**config.mk**
```make
export PLATFORM = sky130hd
export DESIGN_NAME = tl_ul_port_buffer
export DESIGN_NICKNAME = d
export VERILOG_FILES = /design/src/rtl/tl_ul_port_buffer.sv
export SDC_FILE = /design/constraint.sdc
export NUM_CORES = 1
export LEC_CHECK = 0
export BUFFER_PORTS_ARGS = -buffer_cell sky130_fd_sc_hd__buf_2
export CORE_UTILIZATION = 30
export DETAILED_ROUTE_END_ITERATION = 16
export SLEW_MARGIN = 20
export SYNTH_ARGS = -nofsm -noshare
export SYNTH_HDL_FRONTEND = slang
export SYNTH_SLANG_ARGS = --single-unit
```
**constraint.sdc**
```tcl
create_clock -name clock -period 13.6 [get_ports clock]
set_clock_uncertainty 0.05 [all_clocks]
set_input_delay 1.36 -clock clock [delete_from_list [all_inputs] [get_ports clock]]
set_output_delay 1.36 -clock clock [all_outputs]
set_load 0.005 [all_outputs]
```
**src/rtl/tl_ul_port_buffer.sv**
```systemverilog
// TL-UL A/D channel buffer stage: two independent FIFOs that register valid/ready between core port and fabric.
// Optional macro TL_UL_PORT_BUFFER_FLOW_EN enables 0-cycle flow-through when a FIFO is empty.
module tl_ul_port_buffer_fifo #(
  parameter int WIDTH = 8,
  parameter int DEPTH = 2
) (
  input  logic             clock,
  input  logic             reset,
  input  logic             in_valid,
  output logic             in_ready,
  input  logic [WIDTH-1:0] in_data,
  output logic             out_valid,
  input  logic             out_ready,
  output logic [WIDTH-1:0] out_data,
  output logic             empty
);
  localparam int PTR_W = (DEPTH > 1) ? $clog2(DEPTH) : 1;
  localparam int CNT_W = PTR_W + 1;
  localparam logic [CNT_W-1:0] FULL_COUNT = CNT_W'(DEPTH);
  localparam logic [PTR_W-1:0] LAST_PTR   = PTR_W'(DEPTH - 1);

  logic [WIDTH-1:0] mem [DEPTH];
  logic [PTR_W-1:0] wr_ptr;
  logic [PTR_W-1:0] rd_ptr;
  logic [CNT_W-1:0] count;
  logic [CNT_W-1:0] count_next;
  logic             accept_en;
  logic             enq;
  logic             deq;
  logic             bypass;

  function automatic logic [PTR_W-1:0] next_ptr(input logic [PTR_W-1:0] ptr);
    if (ptr == LAST_PTR) begin
      return '0;
    end else begin
      return ptr + PTR_W'(1);
    end
  endfunction

  // accept_en keeps in_ready low through reset cycles without a combinational path from reset
  assign in_ready = accept_en & (count != FULL_COUNT);
  assign empty    = (count == '0);
  assign enq      = in_valid & in_ready;

`ifdef TL_UL_PORT_BUFFER_FLOW_EN
  assign out_valid = ~empty | enq;
  assign out_data  = empty ? in_data : mem[rd_ptr];
  assign bypass    = empty & enq & out_ready;
`else
  assign out_valid = ~empty;
  assign out_data  = mem[rd_ptr];
  assign bypass    = 1'b0;
`endif

  assign deq = out_valid & out_ready;

  // occupancy update; simultaneous enq/deq (including bypass) leaves count unchanged
  always_comb begin
    count_next = count;
    case ({enq, deq})
      2'b10:   count_next = count + CNT_W'(1);
      2'b01:   count_next = count - CNT_W'(1);
      default: count_next = count;
    endcase
  end

  // storage, pointers and occupancy state
  always_ff @(posedge clock) begin
    if (!reset) begin
      accept_en <= 1'b0;
      wr_ptr    <= '0;
      rd_ptr    <= '0;
      count     <= '0;
      for (int i = 0; i < DEPTH; i++) begin
        mem[i] <= '0;
      end
    end else begin
      accept_en <= 1'b1;
      count     <= count_next;
      if (enq && !bypass) begin
        mem[wr_ptr] <= in_data;
        wr_ptr      <= next_ptr(wr_ptr);
      end
      if (deq && !bypass) begin
        rd_ptr <= next_ptr(rd_ptr);
      end
    end
  end
endmodule

module tl_ul_port_buffer #(
  parameter int ADDR_W = 30,
  parameter int SRC_W  = 1,
  parameter int DEPTH  = 2
) (
  input  logic              clock,
  input  logic              reset,
  input  logic              a_in_valid,
  output logic              a_in_ready,
  input  logic [2:0]        a_in_opcode,
  input  logic [2:0]        a_in_param,
  input  logic [1:0]        a_in_size,
  input  logic [SRC_W-1:0]  a_in_source,
  input  logic [ADDR_W-1:0] a_in_address,
  input  logic [3:0]        a_in_mask,
  input  logic [31:0]       a_in_data,
  output logic              a_out_valid,
  input  logic              a_out_ready,
  output logic [2:0]        a_out_opcode,
  output logic [2:0]        a_out_param,
  output logic [1:0]        a_out_size,
  output logic [SRC_W-1:0]  a_out_source,
  output logic [ADDR_W-1:0] a_out_address,
  output logic [3:0]        a_out_mask,
  output logic [31:0]       a_out_data,
  input  logic              d_in_valid,
  output logic              d_in_ready,
  input  logic [2:0]        d_in_opcode,
  input  logic [1:0]        d_in_param,
  input  logic [1:0]        d_in_size,
  input  logic [SRC_W-1:0]  d_in_source,
  input  logic              d_in_sink,
  input  logic              d_in_denied,
  input  logic              d_in_corrupt,
  input  logic [31:0]       d_in_data,
  output logic              d_out_valid,
  input  logic              d_out_ready,
  output logic [2:0]        d_out_opcode,
  output logic [1:0]        d_out_param,
  output logic [1:0]        d_out_size,
  output logic [SRC_W-1:0]  d_out_source,
  output logic              d_out_sink,
  output logic              d_out_denied,
  output logic              d_out_corrupt,
  output logic [31:0]       d_out_data,
  output logic              idle
);
  localparam int A_W = 3 + 3 + 2 + SRC_W + ADDR_W + 4 + 32;
  localparam int D_W = 3 + 2 + 2 + SRC_W + 1 + 1 + 1 + 32;

  logic [A_W-1:0] a_in_beat;
  logic [A_W-1:0] a_out_beat;
  logic [D_W-1:0] d_in_beat;
  logic [D_W-1:0] d_out_beat;
  logic           a_empty;
  logic           d_empty;

  assign a_in_beat = {a_in_opcode, a_in_param, a_in_size, a_in_source,
                      a_in_address, a_in_mask, a_in_data};
  assign {a_out_opcode, a_out_param, a_out_size, a_out_source,
          a_out_address, a_out_mask, a_out_data} = a_out_beat;

  assign d_in_beat = {d_in_opcode, d_in_param, d_in_size, d_in_source,
                      d_in_sink, d_in_denied, d_in_corrupt, d_in_data};
  assign {d_out_opcode, d_out_param, d_out_size, d_out_source,
          d_out_sink, d_out_denied, d_out_corrupt, d_out_data} = d_out_beat;

  tl_ul_port_buffer_fifo #(.WIDTH(A_W), .DEPTH(DEPTH)) u_a_fifo (
    .clock     (clock),
    .reset     (reset),
    .in_valid  (a_in_valid),
    .in_ready  (a_in_ready),
    .in_data   (a_in_beat),
    .out_valid (a_out_valid),
    .out_ready (a_out_ready),
    .out_data  (a_out_beat),
    .empty     (a_empty)
  );

  tl_ul_port_buffer_fifo #(.WIDTH(D_W), .DEPTH(DEPTH)) u_d_fifo (
    .clock     (clock),
    .reset     (reset),
    .in_valid  (d_in_valid),
    .in_ready  (d_in_ready),
    .in_data   (d_in_beat),
    .out_valid (d_out_valid),
    .out_ready (d_out_ready),
    .out_data  (d_out_beat),
    .empty     (d_empty)
  );

  assign idle = a_empty & d_empty;
endmodule
```
==> flow_metrics.tcl <==
set metrics [dict create \
    ios 247 \
    slew_headroom_pct 37.0 \
    critPathTopFamily "buffers and inverters" \
    crit_path_top_delay_cell "buf_4" \
    finalCritPeriodShare_pct 27.7 \
    placedCellCount 1354 \
    ir_drop_mv 0.118 \
    cts_resized 0 \
    synth_top_area_share_pct 66.1 \
    crit_fanout 63 \
    timing.rr.end "u_a_fifo.mem[1][41]$_SDFFCE_PN0P_" \
    drt_wl_total_um 24000 \
    postSynthCellCount 685 \
    ys_top_cells_by_count "243 x and2_1, 236 x edfxtp_1, 118 x mux2_2, 14 x buf_2, 14 x buf_6" \
    reg2reg_setup_slack_ps 10920 \
    viasPerCell 4.38 \
    cts_max_path_buffers 3 \
    synth_edf_count 236 \
    path_buf_inv 2 \
    holdCritPathClass "reg2reg" \
    finalCriticalPeriod_ps 3770 \
    synth_area_leader_cell "edfxtp_1" \
    gp_congestion 0.713 \
    endpoint_kind "primary output" \
    drv_cap 0 \
    fin_tns_setup_ps 0 \
    slew_viol_final 0 \
    syn_avg_cell_area_sq_um 15.6 \
    post_cts_buffers 0 \
    crit_type "reg2out" \
    die_width_um 191 \
    fin_area_sq_um 13200 \
    syn_nets 811 \
    crit_end "a_out_address[26]" \
    drt_iter0_markers 231 \
    dieArea_sq_um 36500 \
    fp.coreArea_sq_um 34900 \
    antenna_found_initial 3 \
    dp_hpwl_um 14700 \
    synthArstFlopShare_pct 0 \
    setup_violations 0 \
    start_util_pct 30.7 \
    overflow 0 \
    r2r_cells 4 \
    cts_tree "yes" \
    rows 68 \
    drc 0 \
    required_ps 12190 \
    leakage_nw 5.40 \
    placed_area_sq_um 12400 \
    final_cells 1400 \
    rsz0062_at_grt "no" \
    htree_levels 1 \
    drtPass1Iterations 4 \
    ys_seq_elements 247 \
    insertion_delay_ps 530 \
    final_nets 1055 \
    ys_warn_count 0 \
    grt_pass1_vias 6252 \
    syn-cell-area_sq_um 10700 \
    drt-wirelength-per-cell_um 17.2 \
    grt_util_all_layers_pct 13.0 \
    dr_total_vias 6136 \
    numCtsBuffers 28 \
    cts-root-buf "clkbuf_16" \
    yosysSeqAreaShare_pct 68.2 \
    critical_path_depth 3 \
    cts_hold_buf 0 \
    max_clock_freq_mhz 265 \
    dieHeight_um 191 \
    grt_max_degree 77 \
    report.final.hold_viol_count 0 \
    r2r-start "u_a_fifo.count[0]$_SDFFE_PN0P_" \
    path_cells "buf_4 > mux2_2 > buf_2" \
    drtAntennaViolNets 0 \
    power_density_nw_per_um2 154 \
    worstMarginPinSlew_ps 945 \
    grt_pass1_wl_um 36300 \
    synth_most_common_cell "and2_1" \
    drive_above_1_share_pct 44.1 \
    slowest_delay_ps 770 \
    area_delta_synth_final_pct 23.1 \
    cts_sinks 247 \
    clkTransAtPathRegs_ps 50 \
    crit_arrival_ps 2360 \
    status "completed" \
    synth_flop_cell "edfxtp_1" \
    port_buffers 246 \
    ys_types 26 \
    startpoint_type "flop" \
    synth_area_leaders "edfxtp_1 66%, and2_1 14%, mux2_2 12%, dfxtp_1 2.1%, buf_6 1.5%" \
    num-fill-cells 3360 \
]
[final cells by class]
class / count / area [sq um] / area share, %
Sequential cell: 247 / 7310 / 55.5
Clock buffer: 33 / 741 / 5.62
Multi-Input combinational cell: 398 / 3160 / 24.0
Tap cell: 455 / 569 / 4.32
Antenna cell: 3 / 7.51 / 0.0569
Timing Repair Buffer: 254 / 1330 / 10.1
Clock inverter: 10 / 66.3 / 0.503
[logic make-up after synthesis]
kind of cell	synth area share, %
simple gates	15.4
flops	68.2
mux	12.4
buf+inv	2.65
compound gates	0.607
xor+xnor	0.490
fa+ha+maj	0.233
[worst reg2reg max path, cell delays in order, from the launching register on]
cell and delay [ps]:
dfxtp_1 410, nand2b_2 190, and4_4 720, nand2b_4 270, buf_6 560
[power by group]
part           internal [mW]  total, mW  switching [mW]
Combinational          0.219      0.402           0.183
Sequential             0.906      0.951          0.0452
Clock                  0.398      0.682           0.284
[layout by cell type, fill, tap and decap left out, drive strengths merged]
| cell | n |
|---|---|
| nand2b | 4 |
| and4b | 2 |
| dfxtp | 11 |
| nand3 | 2 |
| nor2 | 1 |
| o21ai | 4 |
| clkbuf | 33 |
| ha | 2 |
| or3 | 2 |
| a21boi | 2 |
| diode | 3 |
| and4 | 2 |
| or2 | 2 |
| bufinv | 1 |
| o21a | 2 |
| and2 | 243 |
| nor2b | 4 |
| xnor2 | 6 |
| edfxtp | 236 |
| a21o | 2 |
| buf | 254 |
| clkinv | 9 |
| mux2 | 118 |
[routing by layer]
layer | share of wire (%) | track usage (%)
met5 | 0 | 0
met1 | 42 | 16.4
met3 | 6.2 | 3.30
met4 | 1.7 | 3.29
met2 | 50 | 22.1
[worst min-delay path by stage]
stage / startpoint / slack (ps) / to / cells after the start
2_1_floorplan: u_d_fifo.count[1]$_SDFFE_PN0P_ / 440 / u_d_fifo.count[1]$_SDFFE_PN0P_ / 2
3_3_place_gp: u_d_fifo.count[1]$_SDFFE_PN0P_ / 450 / u_d_fifo.count[1]$_SDFFE_PN0P_ / 2
3_5_place_dp: u_d_fifo.count[1]$_SDFFE_PN0P_ / 470 / u_d_fifo.count[1]$_SDFFE_PN0P_ / 2
4_1_cts: u_d_fifo.count[1]$_SDFFE_PN0P_ / 480 / u_d_fifo.count[1]$_SDFFE_PN0P_ / 2
5_1_grt: u_a_fifo.rd_ptr$_SDFFE_PN0P_ / 510 / flop / 2
6_report: u_a_fifo.rd_ptr$_SDFFE_PN0P_ / 480 / flop / 2
[metrics by stage]
stage | hold WS [ps] | setup slack, ps | total power, mW | util, %
3_5_place_dp | 474 | 9240 | 1.38 | 35.5
4_1_cts | 485 | 9750 | 2.07 | 37.8
2_1_floorplan | 436 | 6190 | 1.20 | -
5_1_grt | 506 | 9690 | 2.13 | 37.8
3_3_place_gp | 455 | 9260 | 1.37 | 35.3
6_report | 480 | 9830 | 2.04 | 37.8
[registers in the layout, indices dropped and copies added (netlist names), named ones only]
signal              flops
u_a_fifo.wr_ptr         1
u_d_fifo.rd_ptr         1
u_a_fifo.mem          150
u_a_fifo.count          2
u_d_fifo.accept_en      1
u_d_fifo.count          2
u_d_fifo.wr_ptr         1
u_a_fifo.rd_ptr         1
u_d_fifo.mem           86
(Power assumes the default switching activity.)
